$ cat src/rtl/prog_clock_divider_pkg.sv
// Shared constants for the programmable clock divider: board clock, common ratios
// and the per-channel state encoding.
package prog_clock_divider_pkg;

  localparam int unsigned CLK_HZ    = 40_000_000;
  localparam int unsigned DIV_1HZ   = CLK_HZ;
  localparam int unsigned DIV_100HZ = CLK_HZ / 100;
  localparam int unsigned DIV_1KHZ  = CLK_HZ / 1_000;
  localparam int unsigned DIV_10KHZ = CLK_HZ / 10_000;

  typedef logic [0:0] ch_state_t;

  localparam ch_state_t ST_IDLE = 1'b0;
  localparam ch_state_t ST_RUN  = 1'b1;

endpackage

$ cat src/rtl/prog_clock_divider_channel.sv
// One divider channel: counter, active and shadow ratio, pending flag and
// registered level/tick outputs. Ratio changes only land at cnt=0.
module div_channel
  import prog_clock_divider_pkg::*;
#(
  parameter int unsigned DIV_W       = 32,
  parameter int unsigned DEFAULT_DIV = DIV_1HZ
) (
  input  logic             clk_in,
  input  logic             rst_n,
  input  logic             en,
  input  logic             wr,
  input  logic [DIV_W-1:0] wdata,
  output logic             pending,
  output logic             clk_out,
  output logic             tick
);

  ch_state_t        state, state_nxt;
  logic [DIV_W-1:0] cnt, cnt_nxt;
  logic [DIV_W-1:0] n_act, n_nxt;
  logic [DIV_W-1:0] shadow, shadow_nxt;
  logic             pend_nxt, clk_nxt, tick_nxt;
  logic [DIV_W-1:0] n_new, cnt_inc, half;
  logic             wrap;

  // A ratio of 1 cannot produce a level toggle, so it runs as 2.
  function automatic logic [DIV_W-1:0] clamp_div(input logic [DIV_W-1:0] n);
    return (n == DIV_W'(1)) ? DIV_W'(2) : n;
  endfunction

  always_ff @(posedge clk_in or negedge rst_n) begin
    if (!rst_n) begin
      state   <= ST_IDLE;
      cnt     <= '0;
      n_act   <= DIV_W'(DEFAULT_DIV);
      shadow  <= DIV_W'(DEFAULT_DIV);
      pending <= 1'b0;
      clk_out <= 1'b0;
      tick    <= 1'b0;
    end else begin
      state   <= state_nxt;
      cnt     <= cnt_nxt;
      n_act   <= n_nxt;
      shadow  <= shadow_nxt;
      pending <= pend_nxt;
      clk_out <= clk_nxt;
      tick    <= tick_nxt;
    end
  end

  // Ratio that holds after this edge if a pending shadow is applied now.
  assign n_new   = pending ? clamp_div(shadow) : n_act;
  assign cnt_inc = cnt + DIV_W'(1);
  assign half    = (n_act >> 1) + DIV_W'(n_act[0]);
  assign wrap    = (cnt == n_act - DIV_W'(1));

  always_comb begin
    state_nxt  = state;
    cnt_nxt    = cnt;
    n_nxt      = n_act;
    shadow_nxt = shadow;
    pend_nxt   = pending;
    clk_nxt    = 1'b0;
    tick_nxt   = 1'b0;
    case (state)
      ST_IDLE: begin
        cnt_nxt = '0;
        if (pending) begin
          n_nxt    = n_new;
          pend_nxt = 1'b0;
        end
        if (en && (n_new != '0)) begin
          state_nxt = ST_RUN;
          clk_nxt   = 1'b1;
        end
      end
      ST_RUN: begin
        if (!en) begin
          state_nxt = ST_IDLE;
          cnt_nxt   = '0;
        end else if (wrap) begin
          cnt_nxt = '0;
          if (pending) begin
            n_nxt    = n_new;
            pend_nxt = 1'b0;
          end
          if (n_new == '0) state_nxt = ST_IDLE;
          else             clk_nxt   = 1'b1;
        end else begin
          cnt_nxt  = cnt_inc;
          clk_nxt  = (cnt_inc < half);
          tick_nxt = (cnt_inc == n_act - DIV_W'(1));
        end
      end
      default: begin
        state_nxt = ST_IDLE;
        cnt_nxt   = '0;
      end
    endcase
    // A write lands after any application on this edge, so it waits for the next one.
    if (wr) begin
      shadow_nxt = wdata;
      pend_nxt   = 1'b1;
    end
  end

endmodule

$ cat src/rtl/prog_clock_divider.sv
// Multi-channel run-time programmable clock divider / tick generator.
// Decodes the config write to one channel and instantiates NUM_CH dividers.
module prog_clock_divider
  import prog_clock_divider_pkg::*;
#(
  parameter int unsigned NUM_CH      = 2,
  parameter int unsigned DIV_W       = 32,
  parameter int unsigned DEFAULT_DIV = DIV_1HZ,
  localparam int unsigned CH_W       = (NUM_CH > 1) ? $clog2(NUM_CH) : 1
) (
  input  logic              clk_in,
  input  logic              rst_n,
  input  logic [NUM_CH-1:0] ch_en,
  input  logic              cfg_we,
  input  logic [CH_W-1:0]   cfg_ch,
  input  logic [DIV_W-1:0]  cfg_div,
  output logic [NUM_CH-1:0] cfg_pending,
  output logic [NUM_CH-1:0] clk_out,
  output logic [NUM_CH-1:0] tick
);

  logic [NUM_CH-1:0] wr;

  for (genvar i = 0; i < NUM_CH; i++) begin : g_ch
    // Out-of-range channel numbers match no instance and are dropped.
    assign wr[i] = cfg_we && (cfg_ch == CH_W'(i));

    div_channel #(
      .DIV_W       (DIV_W),
      .DEFAULT_DIV (DEFAULT_DIV)
    ) u_ch (
      .clk_in  (clk_in),
      .rst_n   (rst_n),
      .en      (ch_en[i]),
      .wr      (wr[i]),
      .wdata   (cfg_div),
      .pending (cfg_pending[i]),
      .clk_out (clk_out[i]),
      .tick    (tick[i])
    );
  end

endmodule

$ cat config.mk
export PLATFORM = sky130hd
export DESIGN_NAME = prog_clock_divider
export DESIGN_NICKNAME = d
export VERILOG_FILES = /design/src/rtl/prog_clock_divider_pkg.sv /design/src/rtl/prog_clock_divider_channel.sv /design/src/rtl/prog_clock_divider.sv
export SDC_FILE = /design/constraint.sdc
export NUM_CORES = 1
export LEC_CHECK = 0
export CAP_MARGIN = 20
export CORE_MARGIN = 2
export CORE_UTILIZATION = 60
export DETAILED_ROUTE_END_ITERATION = 10
export HOLD_SLACK_MARGIN = 0.06
export MAX_ROUTING_LAYER = met4
export PLACE_DENSITY = 0.75
export SYNTH_ARGS = -nofsm -noshare
export SYNTH_HDL_FRONTEND = slang
export SYNTH_SLANG_ARGS = --single-unit
$ cat constraint.sdc
create_clock -name clk_in -period 6 [get_ports clk_in]
set_input_delay 1.2 -clock clk_in [delete_from_list [all_inputs] [get_ports clk_in]]
set_output_delay 1.2 -clock clk_in [all_outputs]
set_load 0.02 [all_outputs]
==> impl_metrics.ini <==
[run_status]
status = finished, final reports clean

[timing]
drv_slew = 0
slew_headroom_pct = 25.8
skew_ns = 0.0229
finalHoldViolCount = 0
period_needed_ns = 4.75
tightestPinTransition_ns = 1.11
period_share_pct = 79.2
fin_worst_hold_slack_ns = 0.539
timing.fmax_mhz = 211
tns_ns = 0
rsz0062_at_grt = no
finalSetupViolations = 0

[synth]
synth-edff-count = 0
yosys.area.top_type = dfrtp_1
synth_most_common_cell = xnor2_1
synth_cell_types = 81
ys_top_cells_by_count = 172 x xnor2_1, 168 x dfrtp_1, 155 x nand2_1, 125 x nor2_1, 99 x xor2_1
syn-instance-count = 1765
synth-async-reset-ratio_pct = 100
synthTopCellsByArea = dfrtp_1 27%, xnor2_1 9.6%, mux2_2 6.4%
yosys_warnings = 0
synth_flop_cell = dfrtp_1
syn_area_mm2 = 0.0157
synth_area_per_cell_um2 = 8.87
ys_seq_area_share_pct = 32.2
synth_top_area_share_pct = 26.8
synth-seq-cells = 200
syn-num-nets = 1873

[hold_path]
min_path_type = flip-flop to flip-flop

[floorplan]
ios = 44
die_h_um = 166
core_mm2 = 0.0258
core.rowCount = 59
initial_core_util_pct = 60.6
fp.dieW_um = 166
dieArea_mm2 = 0.0274

[global_route]
grt_pass1_vias = 12400
grt.overflow.total = 0
grt_pass1_wl_um = 70200
antenna_found_initial = 0
gr-usage-all-layers_pct = 34.4
grt_max_degree = 117

[detailed_routing]
drt_first_pass_iters = 7
vias = 13500
met3_length_um = 3580
drcViolationCount = 0
routed_wl_um = 45300
drtAntennaViolNets = 0
dr_wl_met2_um = 20100
vias_per_cell = 6.52
met1_length_um = 20500
highest_layer = met4
drtIter0Drc = 1281
wl_per_cell_um = 21.9

[worst_setup_path]
crit_path_end_kind = flip-flop
cp.required_ns = 6.28
cp-start-kind = flip-flop
path_class = flip-flop to flip-flop
crit_arrival_ns = 5.03
cp_slowest_stage_delay_ns = 0.94
crit_chain = nor4_2, nand4_1, nor3_1, mux2i_1, o2111ai_1, or4_1, o211ai_4, nor2_1
crit_fanout = 34
slowest_stage = o211ai_4

[clock_tree]
tritoncts = built
insertion_delay_ns = 0.46
holdBufCountCts = 0
htreeDepth = 4
clock-root-buffer = clkbuf_16
path_clk_slew_ns = 0.10
post_cts_buffers = 0
clockBufferDepth = 2
cts_resized = 0
cts_inserted_buffers = 17
clock_sinks = 200

[layout]
area_growth_pct = 7.31
antenna_cells = 0
drive_above_1_share_pct = 11.7
final-instance-count-excl-fill = 2069
finalNetCount = 1829
final_util_pct = 65.1

[place]
gp_congestion = 1.00
place.detailed.hpwl_um = 34300
placed_cells = 2035
port_buffers = 43

[power]
powerDensity_mw_per_mm2 = 308
power_leakage_nw = 6.65
ir_drop_uv = 185

[job]
cap_violations = 0
==> area by class of cell <==
class / count / area (µm²)
fillers: 2166 / 9030
clock inverters: 15 / 226
inverters: 58 / 218
well taps: 335 / 419
multi-input cells: 1388 / 9910
clock buffers: 17 / 425
repair buffers: 56 / 562
flip-flops and latches: 200 / 5040
==> metrics by stage <==
step	power, mW	worst slack (ns)	instance area, µm²
after floorplan	3.33	2.50	15700
after detailed placement	3.86	1.39	16100
final	5.18	1.25	16800
after CTS	5.14	1.34	16800
after global routing	5.45	1.02	16800
after global placement	3.81	1.51	16100
==> logic make-up after synthesis <==
kind of cell / synth area share, %
multiplexers: 7.34
adder cells (fa/ha/maj): 5.59
buffers and inverters: 4.75
AO/OA/AOI/OAI: 10.4
flip-flops: 32.2
AND/OR/NAND/NOR: 24.2
XOR/XNOR: 15.6
==> flip-flops by register name, indices dropped and copies added (netlist names) <==
| register | cells |
|---|---|
| g_ch.u_ch.n_act | 64 |
| g_ch.u_ch.state | 2 |
| g_ch.u_ch.shadow | 64 |
| g_ch.u_ch.cnt | 64 |
| g_ch.u_ch.clk_out | 2 |
| g_ch.u_ch.tick | 2 |
| g_ch.u_ch.pending | 2 |
==> worst max-delay path: cells and delay by family (launching register included) <==
family / cells / cell delay (ns)
AOI/OAI and AO/OA: 2 / 1.13
DFF: 1 / 0.52
muxes: 1 / 0.25
and+or+nand+nor: 5 / 2.69
==> path summary, 6_finish.rpt <==
kind	start	to	slack (ns)	cells after the start
max	g_ch[1].u_ch.n_act[5]	g_ch[1].u_ch.cnt[9]	1.25	8
min	g_ch[0].u_ch.shadow[19]	g_ch[0].u_ch.n_act[19]	0.54	1
max reg2reg	g_ch[1].u_ch.n_act[5]	g_ch[1].u_ch.cnt[9]	1.25	8
min reg2reg	g_ch[0].u_ch.shadow[19]	g_ch[0].u_ch.n_act[19]	0.54	1
max in group asynchronous	rst_n	g_ch[0].u_ch.n_act[29]	4.11	2
min in group asynchronous	rst_n	g_ch[1].u_ch.cnt[0]	0.81	1
==> cell usage in the layout (no fill, tap or decap), types with 7 or more instances in the layout <==
master / Yosys / final
a2111oi_0: 7 / 7
nor4_2: 6 / 8
a41oi_1: 20 / 19
nand4_1: 56 / 56
or4_1: 25 / 25
o31ai_1: 13 / 13
a21oi_1: 31 / 31
a21o_1: 8 / 8
mux2_2: 89 / 89
clkbuf_16: 0 / 17
buf_4: 9 / 10
o32a_1: 15 / 15
nor4_1: 47 / 45
or3_1: 11 / 11
xnor2_1: 172 / 172
mux2i_1: 8 / 8
o2111ai_1: 7 / 7
nor2b_1: 49 / 48
or2_2: 12 / 12
inv_1: 57 / 57
nand3_1: 88 / 88
nor2_1: 125 / 125
xor2_1: 99 / 99
clkdlybuf4s50_1: 0 / 42
ha_1: 70 / 70
nand2b_1: 9 / 9
o21ai_0: 52 / 52
inv_12: 0 / 7
dfstp_2: 32 / 32
and4_1: 14 / 14
and3_1: 34 / 34
nand2_1: 155 / 155
dfrtp_1: 168 / 168
nor3_1: 51 / 51
==> report_power, final <==
part	switching [mW]	internal [mW]	leakage [nW]	total [mW]
clock	0.679	0.602	0.315	1.28
sequential	0.557	1.59	2.47	2.15
combinational	0.943	0.805	3.86	1.75
==> per-layer routing <==
metal	vias up	GRT usage (%)
met5	-	-
met3	87	5.52
met4	0	9.48
li1	6243	-
met1	6589	49.5
met2	577	50.3
No activity file was read; power rests on OpenSTA's default activity.
==> RTL edit, RTL diff (config.mk and constraints unchanged) <==
Change the parameter `NUM_CH` from 2 to 1.
--- a/src/rtl/prog_clock_divider.sv
+++ b/src/rtl/prog_clock_divider.sv
@@ -4,5 +4,5 @@
   import prog_clock_divider_pkg::*;
 #(
-  parameter int unsigned NUM_CH      = 2,
+  parameter int unsigned NUM_CH      = 1,
   parameter int unsigned DIV_W       = 32,
   parameter int unsigned DEFAULT_DIV = DIV_1HZ,
Ports: changed (resized cfg_pending, ch_en, clk_out and tick); port bits go from 44 to 40. The function was not compared with the original's and may differ.
==> RTL edit against the unedited design <==
Total power down 50%. Worst setup slack worse by 360 ps. Synthesized area down 51%. Sequential cell count down 100. Critical path type unchanged. Fmax down 7.1%. Wire length down 58%. Final area down 50%. Largest cell class unchanged. Utilization up 1.5 points. Count of clock-buffer cells in the layout down 7.
==> RTL edit: results (changes against the unedited design) <==
<table>
<tr><th>Metric</th><th>Value</th></tr>
<tr><th colspan="2">Status</th></tr>
<tr><td>Status</td><td>finished clean</td></tr>
<tr><th colspan="2">Placement</th></tr>
<tr><td>Cell area reported after detailed placement</td><td>8074 um2 (-50%)</td></tr>
<tr><td>Port Buffer Count</td><td>39 (-9.3%)</td></tr>
<tr><th colspan="2">Pwr</th></tr>
<tr><td>Cell-internal power</td><td>0.001568 W (-48%)</td></tr>
<tr><td>Static Leak</td><td>3.407 nW (-49%)</td></tr>
<tr><td>VDD IR max</td><td>0.3412 mV (+85%)</td></tr>
<tr><th colspan="2">Synthesis</th></tr>
<tr><td>Synth top cells by count</td><td>sky130_fd_sc_hd__xnor2_1, sky130_fd_sc_hd__dfrtp_1, sky130_fd_sc_hd__nor2_1</td></tr>
<tr><td>Share of the yosys chip area belonging to registers</td><td>32.83% (+0.62 points)</td></tr>
<tr><td>Post-synth net total</td><td>888 (-53%)</td></tr>
<tr><th colspan="2">Cells and area</th></tr>
<tr><td>Post-layout instance count excluding filler cells</td><td>998 (-52%)</td></tr>
<tr><td>Final-layout fill cell count</td><td>1033 (-52%)</td></tr>
<tr><td>Layout cells sized above 1</td><td>14.04% (+2.3 points)</td></tr>
<tr><th colspan="2">Clocking</th></tr>
<tr><td>Clock latency reported for the late side of the worst-skew pair</td><td>360 ps (-100 ps)</td></tr>
<tr><td>Clock transition at the registers of the reported paths</td><td>80 ps (-20 ps)</td></tr>
<tr><td>Inserted Clock Buffers</td><td>9 (-8)</td></tr>
<tr><td>H-tree lvl count</td><td>3 (-1)</td></tr>
<tr><th colspan="2">Setup path</th></tr>
<tr><td>Crit path largest cell delay</td><td>690 ps (-250 ps)</td></tr>
<tr><td>Worst-path cell with the longest stage delay</td><td>sky130_fd_sc_hd__nor4_1</td></tr>
<tr><th colspan="2">Global route</th></tr>
<tr><td>Maximum number of pins on one net before global-route repair</td><td>70 (-40%)</td></tr>
<tr><th colspan="2">STA</th></tr>
<tr><td>Transition time at the pin with the least slew margin</td><td>1054 ps (-59.74 ps)</td></tr>
<tr><td>Worst Clk Skew</td><td>8.085 ps (-14.85 ps)</td></tr>
<tr><td>Fmax</td><td>195.5 MHz (-7.1%)</td></tr>
<tr><th colspan="2">Detailed routing</th></tr>
<tr><td>Total number of vias</td><td>6162 (-54%)</td></tr>
<tr><td>Number of detailed-routing iterations run before antenna repair</td><td>5 (-2)</td></tr>
<tr><td>Wire length on met3</td><td>1489 um (-58%)</td></tr>
<tr><td>Routed length on met1</td><td>8623 um (-58%)</td></tr>
</table>
## RTL edit: layout make-up
type | instances | area, um2 | share of cell area [%]
Multi-Input combinational cell | 624 | 4750 | 56.82
Sequential cell | 100 | 2522 | 30.18
Timing Repair Buffer | 45 | 432.9 | 5.179
Clock buffer | 10 | 229.0 | 2.739
Tap cell | 172 | 215.2 | 2.574
Inverter | 41 | 153.9 | 1.841
Clock inverter | 6 | 56.30 | 0.6736
## RTL edit: through the flow
step	hold WS, ps	utilization (%)	power [W]
3_3_place_gp	519.7	64.24	0.001960
4_1_cts	543.9	66.51	0.002568
2_1_floorplan	499.0	-	0.001740
6_report	541.8	66.51	0.002574
5_1_grt	567.2	66.51	0.002721
3_5_place_dp	527.3	64.24	0.001994
## RTL edit: logic make-up (layout without fill, tap and decap cells)
kind of cell | after synthesis | count (layout) | synth area share, %
and+or+nand+nor | 298 | 298 | 21.10
xor gates and xnor gates | 136 | 136 | 15.68
DFF | 100 | 100 | 32.83
buffers and inverters | 92 | 102 | 5.390
AOI/OAI and AO/OA | 87 | 87 | 8.028
muxes | 68 | 68 | 11.27
adders and majority gates | 35 | 35 | 5.699
## RTL edit: power by group through the flow
stage,combinational (W),clock [W],sequential [W]
after detailed placement,0.000889,0,0.00110
after global placement,0.000871,0,0.00109
after CTS,0.000894,0.000582,0.00109
after floorplan,0.000858,0,0.000882
final,0.000897,0.000573,0.00110
after global routing,0.000978,0.000612,0.00113
## RTL edit: routing by layer
metal  GRT usage, %  up-vias
li1               -     2896
met2          46.78      270
met4          8.078        0
met1          42.60     2964
met3          5.767       32
met5              -        -
## RTL edit: worst min path at each step
stage                                   startpoint                                   to
3_5_place_dp   g_ch[0].u_ch.shadow[27]$_DFFE_PN0P_   g_ch[0].u_ch.n_act[27]$_DFFE_PN0P_
5_1_grt        g_ch[0].u_ch.shadow[27]$_DFFE_PN0P_  g_ch[0].u_ch.shadow[27]$_DFFE_PN0P_
4_1_cts        g_ch[0].u_ch.shadow[31]$_DFFE_PN0P_  g_ch[0].u_ch.shadow[31]$_DFFE_PN0P_
3_3_place_gp    g_ch[0].u_ch.shadow[7]$_DFFE_PN0P_    g_ch[0].u_ch.n_act[7]$_DFFE_PN0P_
6_report        g_ch[0].u_ch.shadow[6]$_DFFE_PN0P_    g_ch[0].u_ch.n_act[6]$_DFFE_PN0P_
2_1_floorplan  g_ch[0].u_ch.shadow[31]$_DFFE_PN0P_  g_ch[0].u_ch.shadow[31]$_DFFE_PN0P_
